<file path="src/rtl/result_drain.sv">
// result_drain: captures NUM_ROWS MAC results on calc_done and streams them
// out one beat per valid/ready handshake, reporting a checksum of the drain.
module result_drain #(
    parameter int DATA_WIDTH = 24,
    parameter int NUM_ROWS   = 8,
    parameter int SUM_WIDTH  = DATA_WIDTH + $clog2(NUM_ROWS)
) (
    input  logic                           clk,
    input  logic                           rst,
    input  logic                           calc_done,
    input  logic [NUM_ROWS*DATA_WIDTH-1:0] couts,
    input  logic                           out_ready,
    output logic                           out_valid,
    output logic [DATA_WIDTH-1:0]          out_data,
    output logic [$clog2(NUM_ROWS)-1:0]    out_idx,
    output logic                           busy,
    output logic                           drain_done,
    output logic [SUM_WIDTH-1:0]           checksum,
    output logic                           drop_err
);

    localparam int IDX_W = $clog2(NUM_ROWS);

    typedef enum logic [1:0] {
        IDLE,
        SEND,
        FINISH
    } state_t;

    state_t                r_state;
    logic [DATA_WIDTH-1:0] r_shadow [NUM_ROWS];
    logic [IDX_W-1:0]      r_cnt;
    logic [SUM_WIDTH-1:0]  r_sum;
    logic                  r_out_valid;
    logic [DATA_WIDTH-1:0] r_out_data;
    logic                  r_busy;
    logic                  r_drain_done;
    logic [SUM_WIDTH-1:0]  r_checksum;
    logic                  r_drop_err;

    logic                  w_xfer;
    logic                  w_last;
    logic [IDX_W-1:0]      w_cnt_nxt;
    logic [SUM_WIDTH-1:0]  w_sum_nxt;

    // Handshake decode and next-beat arithmetic
    always_comb begin
        w_xfer    = r_out_valid && out_ready;
        w_last    = (r_cnt == IDX_W'(NUM_ROWS - 1));
        w_cnt_nxt = r_cnt + 1'b1;
        w_sum_nxt = r_sum + SUM_WIDTH'(r_out_data);
    end

    // Drain FSM: capture, stream beats, then report checksum for one cycle
    always_ff @(posedge clk) begin
        if (rst) begin
            r_state      <= IDLE;
            r_cnt        <= '0;
            r_sum        <= '0;
            r_out_valid  <= 1'b0;
            r_out_data   <= '0;
            r_busy       <= 1'b0;
            r_drain_done <= 1'b0;
            r_checksum   <= '0;
            r_drop_err   <= 1'b0;
            for (int unsigned i = 0; i < NUM_ROWS; i++) begin
                r_shadow[i] <= '0;
            end
        end else begin
            // Any capture request outside IDLE (including the FINISH exit cycle) is lost
            if (calc_done && (r_state != IDLE)) begin
                r_drop_err <= 1'b1;
            end

            case (r_state)
                IDLE: begin
                    if (calc_done) begin
                        for (int unsigned i = 0; i < NUM_ROWS; i++) begin
                            r_shadow[i] <= couts[i*DATA_WIDTH +: DATA_WIDTH];
                        end
                        r_cnt       <= '0;
                        r_sum       <= '0;
                        // Row 0 is loaded straight from couts so the first beat
                        // is valid in the cycle right after the capture edge.
                        r_out_data  <= couts[DATA_WIDTH-1:0];
                        r_out_valid <= 1'b1;
                        r_busy      <= 1'b1;
                        r_state     <= SEND;
                    end
                end

                SEND: begin
                    if (w_xfer) begin
                        r_sum <= w_sum_nxt;
                        if (w_last) begin
                            r_out_valid  <= 1'b0;
                            r_checksum   <= w_sum_nxt;
                            r_drain_done <= 1'b1;
                            r_state      <= FINISH;
                        end else begin
                            r_cnt      <= w_cnt_nxt;
                            r_out_data <= r_shadow[w_cnt_nxt];
                        end
                    end
                end

                FINISH: begin
                    r_drain_done <= 1'b0;
                    r_busy       <= 1'b0;
                    r_state      <= IDLE;
                end

                default: begin
                    r_out_valid  <= 1'b0;
                    r_drain_done <= 1'b0;
                    r_busy       <= 1'b0;
                    r_state      <= IDLE;
                end
            endcase
        end
    end

    assign out_valid  = r_out_valid;
    assign out_data   = r_out_data;
    assign out_idx    = r_cnt;
    assign busy       = r_busy;
    assign drain_done = r_drain_done;
    assign checksum   = r_checksum;
    assign drop_err   = r_drop_err;

endmodule

</file>
<file path="config.mk">
export PLATFORM = sky130hd
export DESIGN_NAME = result_drain
export DESIGN_NICKNAME = d
export VERILOG_FILES = /design/src/rtl/result_drain.sv
export SDC_FILE = /design/constraint.sdc
export NUM_CORES = 1
export LEC_CHECK = 0
export CORE_ASPECT_RATIO = 0.9
export CORE_UTILIZATION = 23
export DETAILED_ROUTE_END_ITERATION = 10
export DONT_BUFFER_PORTS = 1
export PLACE_DENSITY = 0.43
export SYNTH_ARGS = -nofsm -noshare
export SYNTH_HDL_FRONTEND = slang
export SYNTH_SLANG_ARGS = --single-unit
</file>
<file path="constraint.sdc">
create_clock -name clk -period 9.7 [get_ports clk]
set_input_delay 1.94 -clock clk [delete_from_list [all_inputs] [get_ports clk]]
set_output_delay 1.94 -clock clk [all_outputs]
set_load 0.02 [all_outputs]
</file>
==> results of run 1 <==
[where the power goes]
group | switching [uW] | internal (uW)
Combinational | 105 | 69.2
Clock | 564 | 776
Sequential | 45.6 | 1360
[sequential cells by signal (all words and copies together), names as in the netlist]
signal	cells
busy	1
checksum	27
drain_done	1
drop_err	1
out_data	24
out_idx	3
out_valid	1
r_shadow	192
r_state	2
r_sum	27
[final cells by class]
type | instances | area (um^2) | area share (%)
flip-flops and latches | 279 | 7510 | 50.0
clock inverters | 17 | 189 | 1.26
diodes | 12 | 30.0 | 0.200
multi-input cells | 708 | 5290 | 35.3
repair buffers | 7 | 52.6 | 0.350
well taps | 756 | 946 | 6.30
inverters | 3 | 11.3 | 0.0750
clock buffers | 49 | 981 | 6.53
[layer usage]
| layer | track usage [%] | vias to the layer above | routed length [um] |
|---|---|---|---|
| met5 | 0 | - | 97 |
| met4 | 3.81 | 16 | 771 |
| met3 | 5.60 | 67 | 3540 |
| li1 | - | 3861 | - |
| met2 | 20.1 | 229 | 17100 |
| met1 | 17.8 | 3902 | 17300 |
[through the flow]
| step | cells | area, um^2 | utilization [%] |
|---|---|---|---|
| 5_1_grt | 1826 | 15000 | 26.8 |
| 3_5_place_dp | 1753 | 13800 | 24.7 |
| 3_3_place_gp | 1753 | 13800 | 24.7 |
| 6_report | 1831 | 15000 | 26.9 |
| 2_1_floorplan | 1061 | 13100 | - |
| 4_1_cts | 1819 | 15000 | 26.8 |
[how the worst min path moves through the flow]
stage                     cells past startpoint  slack (ns)   endpoint
final                                         2        0.46  r_sum[15]
after detailed placement                      2        0.46  r_sum[15]
after floorplan                               2        0.43  r_sum[14]
after global placement                        2        0.44  r_sum[14]
after CTS                                     2        0.47  r_sum[15]
after global routing                          1        0.50  r_sum[18]
[cell usage in the layout, fill, tap and decap left out, drive strengths merged, types with 3 or more instances in the layout]
cell type / count
mux4: 48
nand2b: 5
diode: 12
a21o: 11
a21oi: 80
xnor2: 18
nand4: 4
clkinv: 12
o21bai: 4
dfxtp: 87
inv: 6
buf: 7
nor2b: 54
mux2i: 25
a22oi: 14
nor2: 44
ha: 26
nand3: 10
a211oi: 8
xor2: 4
o31ai: 3
o211ai: 27
edfxtp: 192
clkbuf: 49
and2: 147
a22o: 16
nor3: 8
nor3b: 3
o21ai: 19
nand2: 104
[synth_stat cells (7+ instances only)]
| cell type | n | area, um^2 |
|---|---|---|
| a22o_1 | 16 | 140 |
| buf_2 | 16 | 80.1 |
| a21o_1 | 11 | 82.6 |
| nor2b_1 | 54 | 338 |
| o21ai_0 | 17 | 85.1 |
| mux4_2 | 48 | 1080 |
| dfxtp_1 | 87 | 1740 |
| ha_1 | 26 | 325 |
| and2_1 | 147 | 920 |
| nand3_1 | 10 | 50.1 |
| o211ai_1 | 27 | 203 |
| nand2_1 | 103 | 387 |
| a21oi_1 | 79 | 395 |
| nor3_1 | 7 | 35.0 |
| a22oi_1 | 13 | 97.6 |
| buf_1 | 7 | 26.3 |
| edfxtp_1 | 192 | 5770 |
| mux2i_1 | 25 | 250 |
| nor2_1 | 42 | 158 |
| clkbuf_1 | 44 | 165 |
| xnor2_1 | 18 | 158 |
[cell families after synthesis]
| kind of cell | share of synthesized area, % |
|---|---|
| compound gates | 10.2 |
| xor+xnor | 1.47 |
| fa+ha+maj | 2.64 |
| buf+inv | 2.35 |
| flops | 57.4 |
| mux | 10.2 |
| simple gates | 15.8 |
[worst min-delay path, cell delays in order (launching register included)]
cell	delay (ns)
dfxtp_1	0.33
nand2_1	0.05
o21ai_0	0.06
==> run metrics, run 1 <==
worst slack, placed=4.80 ns; Via Count=8,075; Clock Root Buffer=clkbuf_16; Cell variety after synth=60; Final Hold Viols=0; slowest CP cell=buf_4; syn avg cell area=roughly 12 um^2; Levels on crit path=5; final count of pins violating max slew=0; Worst Setup SP=out_ready; post-CTS sizing=0; worst r2r src=out_valid; WS Path Type=in -> reg; setup_tns=0 ns; effective utilization at floorplan=a little under a quarter; GPL Wtd Cong=0.757; I/O pin count=around 250; Final setup viols=0; Post-Syn Nets=approximately 1,300; worst skew pair latency=about 0.57 ns; status=completed; P&R area growth vs syn=14.8%; register clock-pin slew on the reported worst setup and hold paths=0.05 ns; Final WS setup=5.43 ns; global route total overflow=0; Post-CTS Setup Bufs=0; WL/cell=21.2 um; number of antenna violations at the first check in global routing=20; Post-DRT Antenna Nets=0; maximum clock path buffer count=3; crit-path cells=nand3_1, a21o_1, nor2_1, or2_4, buf_4; worst slew pin tran=1.05 ns; drc violations=0; CP endpoint kind=flip-flop; CTS Buf Count=37; sequential element share of the synthesized area=a little under three fifths; htree depth=2; Buf/Inv on CP=1; nets@finish=1,259; CTS tree=built; RSZ-0062 raised after global routing=no; Die Area=57,800 um^2; slew margin rel.=30.2%; post-DP HPWL=26,900 um; Max-cap violations=0; die height=228 um; crit-path leading delay family=simple AND/OR/NAND/NOR gates; hold path start=r_sum[15]; worst r2r dst=r_shadow[4][2]; detailed router's first-iteration violation count=529; clk sink count=279; PortBufs=0; largest net degree at the start of global routing=roughly 130; reg-to-reg setup timing slack=6.20 ns; Worst Path Required=a little under 10 ns; Top FF cell, synth=edfxtp_1; Max stage delay on crit path=approximately 0.86 ns; VDD IR max=0.114 mV; vias in the first global route=around 8,300; Worst Clk Skew=0.0290 ns; router iterations before antenna repair=5; CP endpoint=r_shadow[4][2]; crit path DAT=4.45 ns; CP startpoint kind=input pin; first-pass GRT wire length=57,000 um; # hold bufs at CTS=0; CORE AREA=approximately 56,000 um^2; Post-synth ARST share=0%; yosys warns=0; Fmax achieved=234 MHz; Hold WS=~0.46 ns; Synth Register Bits=roughly 280; row count=82; Total GRT Usage=13.5%; reg2reg path depth=5; minimum clock period=4.27 ns; Max FO, Critical Path=79; Syn Inst Count=~1,100; Die X=253 um; Avg Vias per Cell=4.41; period utilisation layout=44.0%; P_leak=0.00515 uW; Pwr Total=around 2900 uW; Hold Crit Class=reg -> reg; DRT Wirelength=38,800 um; Pwr Density=between 150 and 200 nW/um^2; Post-synth EDFFs=192; fill cell count=between 5,000 and 6,000; mapped cell area=13,100 um^2; layout cells sized above 1=11.9%
No activity file was read; power rests on OpenSTA's default activity.
==> run 2: changes to the inputs <==
clock period = 4.2 ns   (was 9.7 ns; I/O delays follow)
==> run metrics, run 2 (synthesis gave the netlist of run 1 again) <==
status=completed; Pwr Total=6520 uW; most frequent cell on the critical path=a21oi_1; Buf/Inv on CP=1; htree depth=2; WHS Endpoint=drop_err; router iterations before antenna repair=4; Avg Vias per Cell=4.38; crit path DAT=3.23 ns; worst r2r dst=r_sum[20]; WS Path Type=reg -> reg; largest net degree at the start of global routing=146; crit-path leading delay family=compound AO/OA/AOI/OAI gates; Fmax achieved=approximately 360 MHz; Worst Path Required=about 4.6 ns; Max FO, Critical Path=5; Biggest register=r_shadow; hold path start=rst; fill cell count=5,802; slowest CP cell=fa_1; worst skew pair latency=0.55 ns; drc violations=0; post-DP HPWL=26,900 um; final core utilization=26.8%; Worst Clk Skew=0.0144 ns; effective utilization at floorplan=23.4%; CTS Buf Count=35; most frequent cells in the layout=192 x edfxtp_1, 147 x and2_1, 103 x nand2_1; GPL Wtd Cong=0.766; DP Area=13,900 um^2; PortBufs=0; global route total overflow=0; VDD IR max=between 0.2 and 0.25 mV; reg2reg path depth=10; CORE AREA=about 56,000 um^2; WL/cell=21.1 um; row count=a little over 80; Final setup viols=0; worst slew pin tran=1.07 ns; max reg flops=192; register clock-pin slew on the reported worst setup and hold paths=roughly 0.060 ns; worst r2r src=out_data[0]; layout cells sized above 1=12.6%; Finished Layout Cells=1,829; clk sink count=279; RSZ-0062 raised after global routing=no; die height=228 um; P_leak=0.00516 uW; maximum clock path buffer count=3; post-CTS sizing=0; number of antenna violations at the first check in global routing=15; reg-to-reg setup timing slack=approximately 1.4 ns; Post-DRT Antenna Nets=0; Placed Instances=roughly 1,800; Total GRT Usage=a little over an eighth; minimum clock period=2.79 ns; final instance area=15,000 um^2; most common cell after layout, fill and taps aside=edfxtp_1; WHS Path Cells=1; CTS tree=built; Die Area=57,800 um^2; P&R area growth vs syn=14.7%; first-pass GRT wire length=56,500 um; Final Hold Viols=0; crit-path cells=buf_4, ha_1, fa_1, a21o_1, a21oi_1, o221a_2, o21ai_2, a21oi_1, xnor2_1, a22o_1; Die X=253 um; nets@finish=~1,300; slew margin rel.=between 20 and 30%; Max stage delay on crit path=0.43 ns; detailed router's first-iteration violation count=around 500; CP startpoint kind=flip-flop; DRT Wirelength=approximately 39,000 um; CP endpoint kind=flip-flop; Pwr Density=between 400 and 500 nW/um^2; I/O pin count=254; vias in the first global route=8,179; Hold Crit Class=in -> reg; setup_tns=0 ns; # hold bufs at CTS=0; Max-cap violations=0; Clock Root Buffer=clkbuf_16; period utilisation layout=66.4%; Post-CTS Setup Bufs=0; Via Count=8,011; final count of pins violating max slew=0
==> run 2: per-layer routing <==
layer / track usage [%] / vias to the layer above / routed length (um)
met5: 0 / - / 61
met4: 3.45 / 10 / 760
met3: 5.55 / 52 / 3380
met2: 19.4 / 223 / 16500
met1: 18.3 / 3862 / 17800
li1: - / 3864 / -
==> run 2: power by group <==
part,internal [uW],total (uW),switching (uW)
Clock,1640,2870,1230
Combinational,170,422,252
Sequential,3130,3230,104
==> run 2: worst reg2reg max path: cells and delay by family (launching register included) <==
family                     cells  cell delay (ns)
xor gates and xnor gates       1             0.11
DFF                            1             0.29
adders and majority gates      2             0.69
buffers and inverters          1             0.17
AOI/OAI and AO/OA              6             1.42
==> run 2: stage by stage <==
stage          setup WS, ns  hold WS [ns]
6_report               1.41         0.360
5_1_grt                1.18         0.315
4_1_cts                1.33         0.320
3_5_place_dp           1.15         0.455
3_3_place_gp           1.18         0.442
2_1_floorplan         0.610         0.429
==> run 2: area by class of cell <==
cell class              instances  area [um^2]  share of cell area (%)
flip-flops and latches        279         7510                    50.1
multi-input cells             708         5290                    35.3
clock buffers                  46          968                    6.45
well taps                     756          946                    6.30
repair buffers                 13          148                   0.984
clock inverters                14          100                   0.667
diodes                         10         25.0                   0.167
inverters                       3         11.3                  0.0751
==> run 2: worst max-delay path by stage <==
| stage | start | to | slack (ns) | cells past startpoint |
|---|---|---|---|---|
| floorplan | rst | r_shadow[0][0] | 0.61 | 4 |
| global placement | out_ready | out_data[1] | 1.18 | 5 |
| detailed placement | out_ready | out_data[1] | 1.15 | 5 |
| CTS | out_valid | r_shadow[6][23] | 1.33 | 5 |
| global route | out_valid | r_shadow[7][20] | 1.18 | 5 |
| finish | out_data[0] | r_sum[20] | 1.41 | 10 |
